===== src/rtl/as_sdc_supervisor.sv =====
`default_nettype none
// ============================================================================
//  Module   : as_sdc_supervisor
//  Purpose  : AS-side SDC close request, watchdog kick and fault supervision.
//  Revision : 1.0  initial release
// ============================================================================
module as_sdc_supervisor #(
    parameter int WD_HALF_PERIOD = 2500,
    parameter int CLOSE_TIMEOUT  = 50000,
    parameter int HB_TIMEOUT     = 100000
) (
    input  logic       clk,
    input  logic       rst,
    input  logic       as_ready_req,
    input  logic       as_emergency,
    input  logic       heartbeat,
    input  logic       fault_clear,
    input  logic       sdc_is_ready,
    input  logic       sdc_closed_fb,
    output logic       as_close_sdc,
    output logic       watchdog_out,
    output logic [1:0] state,
    output logic       fault,
    output logic [2:0] fault_code
);

    localparam int c_TMO_W = (CLOSE_TIMEOUT > 1) ? $clog2(CLOSE_TIMEOUT) : 1;
    localparam int c_HB_W  = $clog2(HB_TIMEOUT + 1);
    localparam int c_WD_W  = (WD_HALF_PERIOD > 1) ? $clog2(WD_HALF_PERIOD) : 1;

    localparam logic [c_TMO_W-1:0] c_TMO_LAST = c_TMO_W'(CLOSE_TIMEOUT - 1);
    localparam logic [c_HB_W-1:0]  c_HB_MAX   = c_HB_W'(HB_TIMEOUT);
    localparam logic [c_WD_W-1:0]  c_WD_LAST  = c_WD_W'(WD_HALF_PERIOD - 1);

    localparam logic [2:0] c_FC_NONE  = 3'd0;
    localparam logic [2:0] c_FC_EMERG = 3'd1;
    localparam logic [2:0] c_FC_HB    = 3'd2;
    localparam logic [2:0] c_FC_OPEN  = 3'd3;
    localparam logic [2:0] c_FC_TMO   = 3'd4;

    typedef enum logic [1:0] {
        ST_IDLE   = 2'd0,
        ST_ARMING = 2'd1,
        ST_CLOSED = 2'd2,
        ST_FAULT  = 2'd3
    } state_t;

    state_t             r_state;
    logic               r_close;
    logic               r_fault;
    logic [2:0]         r_code;
    logic [c_TMO_W-1:0] r_tmo_cnt;
    logic               r_rdy_m, r_rdy_s, r_fb_m, r_fb_s;
    logic               r_hb_d;
    logic [c_HB_W-1:0]  r_hb_cnt;
    logic [c_WD_W-1:0]  r_wd_cnt;
    logic               r_wd;

    logic               w_hb_rise;
    logic               w_hb_ok;
    logic               w_wd_en;
    logic [2:0]         w_fault_code;

    assign w_hb_rise = heartbeat & ~r_hb_d;
    assign w_hb_ok   = (r_hb_cnt != c_HB_MAX);
    assign w_wd_en   = w_hb_ok && (r_state != ST_FAULT);

    always_ff @(posedge clk or posedge rst) begin
        if (rst) begin
            r_rdy_m <= 1'b0;
            r_rdy_s <= 1'b0;
            r_fb_m  <= 1'b0;
            r_fb_s  <= 1'b0;
        end else begin
            r_rdy_m <= sdc_is_ready;
            r_rdy_s <= r_rdy_m;
            r_fb_m  <= sdc_closed_fb;
            r_fb_s  <= r_fb_m;
        end
    end

    // Counter saturates at HB_TIMEOUT; the saturated value itself means "lost".
    always_ff @(posedge clk or posedge rst) begin
        if (rst) begin
            r_hb_d   <= 1'b0;
            r_hb_cnt <= '0;
        end else begin
            r_hb_d <= heartbeat;
            if (w_hb_rise)
                r_hb_cnt <= '0;
            else if (r_hb_cnt != c_HB_MAX)
                r_hb_cnt <= r_hb_cnt + 1'b1;
        end
    end

    always_ff @(posedge clk or posedge rst) begin
        if (rst) begin
            r_wd_cnt <= '0;
            r_wd     <= 1'b0;
        end else if (!w_wd_en) begin
            r_wd_cnt <= '0;
            r_wd     <= 1'b0;
        end else if (r_wd_cnt == c_WD_LAST) begin
            r_wd_cnt <= '0;
            r_wd     <= ~r_wd;
        end else begin
            r_wd_cnt <= r_wd_cnt + 1'b1;
        end
    end

    // Highest-priority fault among the events that apply while the SDC is requested closed.
    always_comb begin
        w_fault_code = c_FC_NONE;
        if (r_state == ST_ARMING || r_state == ST_CLOSED) begin
            if (as_emergency)
                w_fault_code = c_FC_EMERG;
            else if (!w_hb_ok)
                w_fault_code = c_FC_HB;
            else if (r_state == ST_CLOSED && !r_fb_s)
                w_fault_code = c_FC_OPEN;
            else if (r_state == ST_ARMING && !r_fb_s && r_tmo_cnt == c_TMO_LAST)
                w_fault_code = c_FC_TMO;
        end
    end

    always_ff @(posedge clk or posedge rst) begin
        if (rst) begin
            r_state   <= ST_IDLE;
            r_close   <= 1'b0;
            r_fault   <= 1'b0;
            r_code    <= c_FC_NONE;
            r_tmo_cnt <= '0;
        end else begin
            case (r_state)
                ST_IDLE: begin
                    if (as_ready_req && w_hb_ok && r_rdy_s && !as_emergency) begin
                        r_state   <= ST_ARMING;
                        r_close   <= 1'b1;
                        r_tmo_cnt <= '0;
                    end
                end
                ST_ARMING, ST_CLOSED: begin
                    if (w_fault_code != c_FC_NONE) begin
                        r_state <= ST_FAULT;
                        r_close <= 1'b0;
                        r_fault <= 1'b1;
                        r_code  <= w_fault_code;
                    end else if (!as_ready_req) begin
                        r_state <= ST_IDLE;
                        r_close <= 1'b0;
                    end else if (r_state == ST_ARMING) begin
                        if (r_fb_s)
                            r_state <= ST_CLOSED;
                        else
                            r_tmo_cnt <= r_tmo_cnt + 1'b1;
                    end
                end
                ST_FAULT: begin
                    if (fault_clear && !as_ready_req && !as_emergency) begin
                        r_state <= ST_IDLE;
                        r_fault <= 1'b0;
                        r_code  <= c_FC_NONE;
                    end
                end
                default: begin
                    r_state <= ST_IDLE;
                    r_close <= 1'b0;
                end
            endcase
        end
    end

    assign as_close_sdc = r_close;
    assign watchdog_out = r_wd;
    assign state        = r_state;
    assign fault        = r_fault;
    assign fault_code   = r_code;

endmodule
`default_nettype wire


===== config.mk =====
export PLATFORM = sky130hd
export DESIGN_NAME = as_sdc_supervisor
export DESIGN_NICKNAME = d
export VERILOG_FILES = /design/src/rtl/as_sdc_supervisor.sv
export SDC_FILE = /design/constraint.sdc
export NUM_CORES = 1
export LEC_CHECK = 0
export ABC_AREA = 0
export CORE_MARGIN = 2
export CORE_UTILIZATION = 60
export CTS_BUF_LIST = sky130_fd_sc_hd__clkbuf_4 sky130_fd_sc_hd__clkbuf_8 sky130_fd_sc_hd__clkbuf_16
export DETAILED_ROUTE_END_ITERATION = 10
export GPL_TIMING_DRIVEN = 1
export PLACE_DENSITY = 0.8
export SLEW_MARGIN = 15
export SYNTH_ARGS = -nofsm -noshare
export SYNTH_HDL_FRONTEND = slang
export SYNTH_SLANG_ARGS = --single-unit

===== constraint.sdc =====
create_clock -name clk -period 2.35 [get_ports clk]
set_input_delay 0.705 -clock clk [delete_from_list [all_inputs] [get_ports clk]]
set_output_delay 0.705 -clock clk [all_outputs]
set_load 0.02 [all_outputs]

Word-level counts from Yosys, hierarchy flattened
Index checks and enable logic that the tools add are counted.
{ "totals": {"ff_bits": 58, "inputBits": 8, "word_cells": 94, "out_inout_bits": 8} }
{ "classes": {"n_bitwise": 3, "n_eq_ne": 18, "n_addsub": 3, "muxes": 34, "reduce_logical": 23} }
{ "ops": {"columns": ["operator", "n"], "rows": [
  ["2-to-1 mux 16 bit", 5],
  ["2-to-1 mux 17 bit", 2],
  ["one-hot mux 16 bit (2 select lines)", 1],
  ["2-to-1 mux 12 bit", 2],
  ["2-to-1 mux 3 bit", 7],
  ["adder 17 x 1 -> 17 bit, second input constant", 1],
  ["!= test 17 bit, second input constant", 1],
  ["adder 16 x 1 -> 16 bit, second input constant", 1],
  ["== test 16 bit, second input constant", 1],
  ["!= test 2 bit, second input constant", 8],
  ["adder 12 x 1 -> 12 bit, second input constant", 1],
  ["== test 12 bit, second input constant", 1],
  ["2-to-1 mux 2 bit", 6],
  ["logical AND 1 bit", 9],
  ["!= test 4 bit, second input constant", 2],
  ["2-to-1 mux 1 bit", 7],
  ["one-hot mux 2 bit (3 select lines)", 1],
  ["one-hot mux 3 bit (2 select lines)", 1],
  ["AND reduction 3 bit", 2],
  ["AND reduction 6 bit", 1],
  ["nonzero test 2 bit", 3],
  ["== test 2 bit, second input constant", 2],
  ["one-hot mux 1 bit (2 select lines)", 2],
  ["AND reduction 4 bit", 1],
  ["10 further kinds", 13]
]} }

Longest topological paths before layout
Gate-level depths: netlist of the first run.
{ "depth": {"ltp_word": 11, "mapped_depth": 10, "mapped_depth_nobuf": 8} }

Least setup slack after synthesis of the first run
OpenSTA, ideal clock, no wires.
{ "synth_timing": {"path_kind": "reg2reg", "from": "register r_state[0] (netlist: state[0])", "to": "register r_tmo_cnt[10]", "path_stages_with_launch": 9, "t_required_ns": 2.281, "path_slack_ns": 0.153, "t_arrival_ns": 2.128, "setup_ns": 0.069, "n_path_buf": 0, "synth_period_minus_slack_ns": 2.197, "cell_sequence": "dfrtp_1 -> inv_1 -> ha_1 -> inv_1 -> a21oi_1 -> a21oi_1 -> nand4_4 -> or4_1 -> nand3_1"} }
{ "synth_between": {"elab_chain_len": 11, "elab_cells_between_ends": 22, "cone_classes": "eq/ne (7); mux (6); reduce/logical (9)"} }
{ "synth_lines": {"columns": ["item", "line", "text"], "rows": [
  ["start: declaration", "48", "state_t r_state;"],
  ["start signal: assignment", "128", "r_state <= ST_IDLE;"],
  ["start signal: assignment", "137", "r_state <= ST_ARMING;"],
  ["start signal: assignment", "144", "r_state <= ST_FAULT;"],
  ["== test 2 x 1 -> 1 bit", null, null],
  ["logical AND 1 bit (2 in a row)", "121", "else if (r_state == ST_ARMING && !r_fb_s && r_tmo_cnt == c_TMO_LAST)"],
  ["2-to-1 mux 3 bit", "121", null],
  ["2-to-1 mux 3 bit", "119", "else if (r_state == ST_CLOSED && !r_fb_s)"],
  ["2-to-1 mux 3 bit", "117", "else if (!w_hb_ok)"],
  ["2-to-1 mux 3 bit", "115", "if (as_emergency)"],
  ["2-to-1 mux 3 bit", "114", "if (r_state == ST_ARMING || r_state == ST_CLOSED) begin"],
  ["nonzero test 3 bit", "143", "if (w_fault_code != c_FC_NONE) begin"],
  ["!= test 2 bit (no line)", null, null],
  ["AND reduction 6 bit (no line)", null, null],
  ["end signal: assignment", "155", "r_tmo_cnt <= r_tmo_cnt + 1'b1;"],
  ["end: declaration", "52", "logic [c_TMO_W-1:0] r_tmo_cnt;"]
]} }
Several ways; a longest one is shown, not always the timed one.
A chain may end at the register's enable or synchronous reset.

Final worst setup path of the first run
{ "layout_timing": {"from": "register r_hb_cnt[0]", "to": "register r_tmo_cnt[13]"} }
{ "layout_between": {"elab_chain_len": 7, "elab_cells_between_ends": 11, "cone_classes": "eq/ne (3); mux (3); reduce/logical (5)"} }
{ "layout_lines": {"columns": ["item", "line", "text"], "rows": [
  ["start: declaration", "55", "logic [c_HB_W-1:0] r_hb_cnt;"],
  ["start signal: assignment", "92", "r_hb_cnt <= r_hb_cnt + 1'b1;"],
  ["!= test 17 bit *", "65", "assign w_hb_ok = (r_hb_cnt != c_HB_MAX);"],
  ["2-to-1 mux 3 bit", "117", null],
  ["2-to-1 mux 3 bit", "115", null],
  ["2-to-1 mux 3 bit", "114", null],
  ["nonzero test 3 bit", "143", null],
  ["!= test 2 bit (no line)", null, null],
  ["AND reduction 6 bit (no line) *", null, null]
]} }
Mark *: on every way between the ends. The rest lies on a longest branch, timed or not.

==> results of run 1 <==
repair_timing:
action / 4_1_cts / 5_1_grt
setup endpoints to repair: 0 / 18
setup buffers: 0 / 8
gates resized for setup: 0 / 24
hold buffers: 0 / 0
routing by layer:
metal	routed length, µm	GRT usage
met1	3036	0.3290
met2	3493	0.4145
met3	310	0.06349
met4	140	0.09357
met5	0	0
final cells by class:
cell class | instances | area, µm² | share of cell area
clock inverters | 5 | 77.57 | 0.02007
clock buffers | 11 | 145.1 | 0.03755
well taps | 70 | 87.58 | 0.02266
repair buffers | 45 | 387.9 | 0.1004
flip-flops and latches | 58 | 1451 | 0.3755
inverters | 12 | 45.04 | 0.01165
multi-input cells | 244 | 1670 | 0.4322
layout by cell type (no fill, tap or decap), types with 4 or more instances in the layout:
cell                              Yosys  layout
sky130_fd_sc_hd__ha_1                 9       8
sky130_fd_sc_hd__nand3_1             30      29
sky130_fd_sc_hd__clkbuf_8             0      10
sky130_fd_sc_hd__a21oi_1              7       6
sky130_fd_sc_hd__and3_1              10      10
sky130_fd_sc_hd__nor4_1               4       4
sky130_fd_sc_hd__o21ai_0              5       5
sky130_fd_sc_hd__clkdlybuf4s50_1      0      15
sky130_fd_sc_hd__nor2_1              43      43
sky130_fd_sc_hd__dfrtp_1             58      58
sky130_fd_sc_hd__nor4bb_4             0       4
sky130_fd_sc_hd__xor2_1              16      16
sky130_fd_sc_hd__buf_4                0      29
sky130_fd_sc_hd__nand4_1              7       7
sky130_fd_sc_hd__xnor2_1              9       9
sky130_fd_sc_hd__a22o_1               4       4
sky130_fd_sc_hd__inv_1               12       9
sky130_fd_sc_hd__o21ai_1              6       6
sky130_fd_sc_hd__nand2_1             34      34
sky130_fd_sc_hd__or4_4                0       4
where the power goes:
| part | internal, mW | total, mW | switching, mW |
|---|---|---|---|
| Sequential | 1.18 | 1.39 | 0.207 |
| Clock | 0.634 | 1.04 | 0.409 |
| Combinational | 0.698 | 1.55 | 0.852 |
synth_stat cells (4+ instances only):
library cell	n
sky130_fd_sc_hd__clkbuf_1	7
sky130_fd_sc_hd__and3_1	10
sky130_fd_sc_hd__a21oi_1	7
sky130_fd_sc_hd__xnor2_1	9
sky130_fd_sc_hd__nand3_1	30
sky130_fd_sc_hd__nand4_1	7
sky130_fd_sc_hd__ha_1	9
sky130_fd_sc_hd__xor2_1	16
sky130_fd_sc_hd__a22o_1	4
sky130_fd_sc_hd__inv_1	12
sky130_fd_sc_hd__o21ai_0	5
sky130_fd_sc_hd__nor4bb_1	5
sky130_fd_sc_hd__or4_1	5
sky130_fd_sc_hd__dfrtp_1	58
sky130_fd_sc_hd__nand2_1	34
sky130_fd_sc_hd__nor2_1	43
sky130_fd_sc_hd__o21ai_1	6
sky130_fd_sc_hd__nor4_1	4
state kept, by name, summed over array words and instances (netlist names):
name and count:
r_hb_cnt 17, r_tmo_cnt 16, r_wd_cnt 12, fault_code 3
state 2, as_close_sdc 1, fault 1, r_fb_m 1
r_fb_s 1, r_hb_d 1, r_rdy_m 1, r_rdy_s 1
watchdog_out 1
per-stage QoR:
step	total power, mW	cells	instance area (µm²)	hold slack, ps	utilization
after floorplan	2.261	322	3079	331.2	-
after global placement	2.712	420	3452	333.9	0.6846
after detailed placement	2.759	420	3452	337.8	0.6846
after CTS	3.815	436	3675	345.2	0.7288
after global routing	4.196	445	3865	354.4	0.7665
final	3.984	445	3865	345.0	0.7665
worst max-delay path, delay by kind of cell, from the launching register on:
kind / cells / cell delay [ps]
buffers and inverters: 1 / 60
AND/OR/NAND/NOR: 5 / 1240
AO/OA/AOI/OAI: 1 / 410
flip-flops: 1 / 390
adder cells (fa/ha/maj): 1 / 180
cell families (layout without fill, tap and decap cells):
logic type / Yosys count / in the layout
AND/OR/NAND/NOR: 165 / 166
flip-flops: 58 / 58
AO/OA/AOI/OAI: 42 / 42
XOR/XNOR: 25 / 25
buffers and inverters: 21 / 73
adder cells (fa/ha/maj): 9 / 9
multiplexers: 2 / 2
path summary, 6_finish.rpt:
| check | to | cells after the start |
|---|---|---|
| max | r_tmo_cnt[13] | 8 |
| max in group asynchronous | r_hb_cnt[6] | 3 |
| min | r_rdy_s | 0 |
| min reg2reg | r_rdy_s | 0 |
| max reg2reg | r_tmo_cnt[13] | 8 |
| min in group asynchronous | r_hb_cnt[5] | 3 |
==> results.py, run 1 <==
metrics = {
    "run_status": {
        "status": "completed",
    },
    "placed_design": {
        "dpl_worst_slack_ps": -220.2,
        "dp.final_hpwl_um": 4315,
        "routabilityCongestion": 0.8498,
        "io_buffer_count": 15,
    },
    "yosys": {
        "yosys.cell_types.count": 49,
        "synth-main-ff-cell": "sky130_fd_sc_hd__dfrtp_1",
        "synth_warnings": 0,
        "synth_edf_count": 0,
        "synth_top_cells_by_area": "sky130_fd_sc_hd__dfrtp_1 47%, sky130_fd_sc_hd__nor2_1 5.2%, sky130_fd_sc_hd__nand3_1 4.9%, sky130_fd_sc_hd__xor2_1 4.6%, sky130_fd_sc_hd__nand2_1 4.1%",
        "postSynthAreaPerCell_um2": 9.563,
        "synth_simple_gate_area_frac": 0.2820,
        "synth.mux.area_fraction": 0.007314,
        "synth_compound_gate_area_share": 0.1032,
        "post-synth-top-area-fraction": 0.4714,
        "syn_std_cell_area_um2": 3079,
        "synth.yosys.seq_area_share": 0.4714,
        "synth_fp_nets": 339,
        "post_synth_xor_area_fraction": 0.07111,
        "largest_family_of_logic_cells_by_synthesized_area": "simple AND/OR/NAND/NOR gates",
        "yosys.area.top_type": "sky130_fd_sc_hd__dfrtp_1",
        "synthArstFlopShare": 1.000,
        "ys_ff_latch": 58,
        "postSynthCellCount": 322,
        "synthesized_area_fraction_occupied_by_adder_cells": 0.03657,
    },
    "global_route": {
        "gr-usage-all-layers": 0.2536,
        "number_of_global_route_vias_before_repair": 2454,
        "grt_remaining_overflow": 0,
        "grt_first_pass_wirelength_um": 10920,
        "antenna_violations_before_repair": 0,
        "grt_max_degree": 59,
    },
    "worst_setup_path": {
        "ff2ff_setup_slack_ps": 30,
        "timing.critical_path.to_type": "flip-flop",
        "worstSetupStartpoint": "r_hb_cnt[0]",
        "cpMaxStageDelayCell": "sky130_fd_sc_hd__or4_4",
        "crit_fanout": 6,
        "worstSetupStartpointType": "flip-flop",
        "critical_path.max_stage_delay_ps": 580,
        "cp_data_arrival_time_ps": 2610,
        "rr_startpoint": "r_hb_cnt[0]",
        "path_class": "reg2reg",
        "critPathRequiredTime_ps": 2640,
        "worstPathCellList": "inv_2 > ha_2 > nor4bb_4 > and4_4 > o311ai_4 > nand4_4 > or4_4 > nand3_2",
    },
    "clock_network": {
        "ctsHtreeMaxLevel": 3,
        "cts-root-buf": "sky130_fd_sc_hd__clkbuf_8",
        "cts-buffers-inserted": 9,
        "tritoncts_num_sinks": 58,
        "cts.path.max_buffers": 2,
        "clock_tree_from_tritoncts": "done",
        "clkLatencyLatePin_ps": 350,
        "worst_setup_hold_path_clk_slew_ps": 70,
    },
    "pwr": {
        "vdd_drop_max_mv": 0.7653,
        "power.static_leakage_nw": 1.712,
        "cellPowerDensity_nw_per_um2": 1031,
    },
    "timing": {
        "final-hold-violation-count": 0,
        "clock-skew-final_ps": 11.79,
        "timing.final.max_slew_violations": 0,
        "total_negative_setup_slacks_ps": 0,
        "fin_crit_ps": 2320,
        "max_freq_ghz": 0.4311,
        "worst_slew_margin_relative_to_its_limit": 0.7390,
        "final.setup.worst_slack_ps": 30.47,
        "timing_worst_slew_pin_value_ps": 387.9,
        "min_period_over_period": 0.9870,
        "finalSetupViolations": 0,
    },
    "drt": {
        "vias": 2605,
        "wl_per_cell_um": 15.69,
        "first_iter_violations": 174,
        "final_routed_wirelength_across_all_metal_layers_um": 6980,
        "drt_pre_antenna_iters": 5,
        "detail-route-antenna-nets": 0,
        "post_drt_via_cell_ratio": 5.854,
        "post-route-drc-count": 0,
    },
    "die": {
        "design.die.area_um2": 5721,
        "floorplan.io_pins": 16,
        "die_y_um": 75.64,
        "start_util": 0.6107,
        "row_count": 26,
        "die_width_um": 75.64,
        "placeable_core_region_um2": 5042,
    },
    "layout": {
        "area_growth_pct": 25.52,
        "finish.net_count": 387,
        "share_of_cells_above_drive_strength_1": 0.1973,
        "num_antenna_cells": 0,
        "filler_cell_count": 333,
    },
    "worst_hold_path": {
        "timing.hold.worst.start": "r_rdy_m",
        "timing.hold.worst.class": "reg2reg",
    },
    "job": {
        "timing.max_cap.violations": 0,
    },
}
(Power assumes the default switching activity.)
==> run 2: changes to the inputs <==
--- a/config.mk
+++ b/config.mk
@@ -6,12 +6,12 @@
 export NUM_CORES = 1
 export LEC_CHECK = 0
 export ABC_AREA = 0
+export ABC_CLOCK_PERIOD_IN_PS = 2350
 export CORE_MARGIN = 2
-export CORE_UTILIZATION = 60
+export CORE_UTILIZATION = 45
 export CTS_BUF_LIST = sky130_fd_sc_hd__clkbuf_4 sky130_fd_sc_hd__clkbuf_8 sky130_fd_sc_hd__clkbuf_16
 export DETAILED_ROUTE_END_ITERATION = 10
 export GPL_TIMING_DRIVEN = 1
-export PLACE_DENSITY = 0.8
 export SLEW_MARGIN = 15
 export SYNTH_ARGS = -nofsm -noshare
 export SYNTH_HDL_FRONTEND = slang
==> run 2 against run 1 <==
Clock-buffer cell count is 2 lower. Critical path depth increased by 1. Maximum frequency rose by 2.9%. Worst setup slack improved by 64 ps. Critical endpoint is now r_tmo_cnt[3].
==> results.py, run 2 (same netlist as run 1, synthesis figures left out) <==
metrics = {
    "die": {
        "start_util": 0.4583,
        "placeable_core_region_um2": 6719,
        "floorplan.io_pins": 16,
        "row_count": 30,
        "die_width_um": 86.72,
        "die_y_um": 86.72,
        "design.die.area_um2": 7520,
    },
    "clock_network": {
        "cts.path.max_buffers": 2,
        "clock_tree_from_tritoncts": "done",
        "cts-root-buf": "sky130_fd_sc_hd__clkbuf_8",
        "post_cts_hold_buffer_count": 0,
        "ctsHtreeMaxLevel": 3,
        "tritoncts_num_sinks": 58,
        "clkLatencyLatePin_ps": 350,
        "cts-buffers-inserted": 9,
        "worst_setup_hold_path_clk_slew_ps": 80,
    },
    "drt": {
        "vias": 2505,
        "final_routed_wirelength_across_all_metal_layers_um": 6640,
        "post_drt_via_cell_ratio": 5.469,
        "detail-route-antenna-nets": 0,
        "first_iter_violations": 109,
        "post-route-drc-count": 0,
        "drt_pre_antenna_iters": 4,
        "wl_per_cell_um": 14.50,
    },
    "layout": {
        "largest_register_ff_count": 17,
        "registers.top_by_ff_count": "r_hb_cnt",
        "final_core_util": 0.5654,
        "share_of_cells_above_drive_strength_1": 0.1878,
        "top_library_cells_by_usage_in_the_layout_fill_and_taps_aside": "58 x sky130_fd_sc_hd__dfrtp_1, 43 x sky130_fd_sc_hd__nor2_1, 34 x sky130_fd_sc_hd__nand2_1",
        "layout_commonest_cell": "sky130_fd_sc_hd__dfrtp_1",
        "finalInstanceArea_um2": 3799,
        "biggest_registers_after_layout": "r_hb_cnt: 17 flops, r_tmo_cnt: 16 flops, r_wd_cnt: 12 flops",
        "area_growth_pct": 23.36,
        "num_antenna_cells": 0,
        "finish.net_count": 390,
    },
    "global_route": {
        "number_of_global_route_vias_before_repair": 2475,
        "gr-usage-all-layers": 0.1947,
        "grt_first_pass_wirelength_um": 11520,
        "grt_max_degree": 24,
        "grt_remaining_overflow": 0,
        "antenna_violations_before_repair": 0,
    },
    "timing": {
        "timing.final.max_slew_violations": 0,
        "timing_worst_slew_pin_value_ps": 450.8,
        "final-hold-violation-count": 0,
        "clock-skew-final_ps": 14.86,
        "total_negative_setup_slacks_ps": 0,
        "holdWs_ps": 365.1,
        "grt_setup_unrepaired": "false",
        "min_period_over_period": 0.9597,
        "worst_slew_margin_relative_to_its_limit": 0.6954,
        "finalSetupViolations": 0,
        "fin_crit_ps": 2255,
        "max_freq_ghz": 0.4434,
        "final.setup.worst_slack_ps": 94.82,
    },
    "worst_setup_path": {
        "cp_data_arrival_time_ps": 2510,
        "worst-r2r-cell-count": 9,
        "rr_endpoint": "r_tmo_cnt[3]",
        "ff2ff_setup_slack_ps": 90,
        "critPathRequiredTime_ps": 2610,
        "critical_path.max_stage_delay_ps": 350,
        "path_class": "reg2reg",
        "crit_fanout": 7,
        "worstSetupStartpointType": "flip-flop",
        "rr_startpoint": "r_hb_cnt[0]",
        "cpMaxStageDelayCell": "sky130_fd_sc_hd__dfrtp_1",
        "worstPathCellList": "inv_1 > ha_1 > nor4bb_2 > and4_4 > o311ai_4 > nand4_4 > buf_6 > or2_1 > o31ai_1",
        "timing.critical_path.to_type": "flip-flop",
    },
    "pwr": {
        "power.static_leakage_nw": 1.706,
        "vdd_drop_max_mv": 0.5339,
        "cellPowerDensity_nw_per_um2": 1004,
    },
    "placed_design": {
        "dp.final_hpwl_um": 4577,
        "routabilityCongestion": 0.7938,
        "dpl_cell_area_um2": 3532,
        "dpl_worst_slack_ps": -271.8,
        "io_buffer_count": 15,
    },
    "job": {
        "timing.max_cap.violations": 0,
    },
    "worst_hold_path": {
        "timing.hold.worst.start": "r_fb_m",
        "hold_end": "r_fb_s",
        "timing.hold.worst.class": "reg2reg",
        "min_delay_path_depth": 0,
    },
    "run_status": {
        "status": "completed",
    },
}
## run 2: critical path, delay by kind of cell (launching register included)
| kind | cells | cell delay (ps) |
|---|---|---|
| simple gates | 4 | 830 |
| buf+inv | 2 | 260 |
| fa+ha+maj | 1 | 200 |
| flops | 1 | 350 |
| compound gates | 2 | 530 |
## run 2: layout make-up
type                       instances  area (µm²)
tap                               80       100.1
clock buffer                       9       123.9
clock inverter                     7       78.83
multi-input combinational        243        1578
sequential                        58        1451
fill                             607        2920
inverter                          12       45.04
timing repair buffer              49       421.7
## run 2: power by group
group / leakage, nW / internal, mW / total [mW] / switching, mW
logic: 0.866 / 0.692 / 1.48 / 0.790
registers: 0.748 / 1.18 / 1.38 / 0.193
clock network: 0.0921 / 0.496 / 0.955 / 0.459
total: 1.71 / 2.37 / 3.81 / 1.44
## run 2: how the worst max path moves through the flow
stage | startpoint | end | slack, ps | cells after the start
detailed placement | as_emergency | fault_code[2] | -270 | 6
CTS | r_hb_cnt[0] | r_tmo_cnt[12] | 10 | 9
finish | r_hb_cnt[0] | r_tmo_cnt[3] | 90 | 9
global route | r_hb_cnt[0] | r_tmo_cnt[3] | 6 | 9
global placement | as_emergency | fault_code[0] | -200 | 6
floorplan | state[0] | r_tmo_cnt[10] | 150 | 8
## run 2: timing repair
action / in CTS / in global routing
buffers inserted: 0 / 3
endpoints found under the setup margin: 9 / 15
resized for setup: 2 / 12
pin swaps: 0 / 3
## run 2: per-layer routing
metal,track usage,vias up,share of wire
met3,0.03429,12,0.033
met2,0.3098,52,0.48
met1,0.2611,1198,0.47
met4,0.08523,0,0.020
met5,0,-,0
li1,-,1243,-
## run 2: per-stage QoR
stage | instances | power, mW
after CTS | 455 | 3.763
after detailed placement | 439 | 2.794
after global placement | 439 | 2.771
after global routing | 458 | 4.088
after floorplan | 322 | 2.261
final | 458 | 3.814
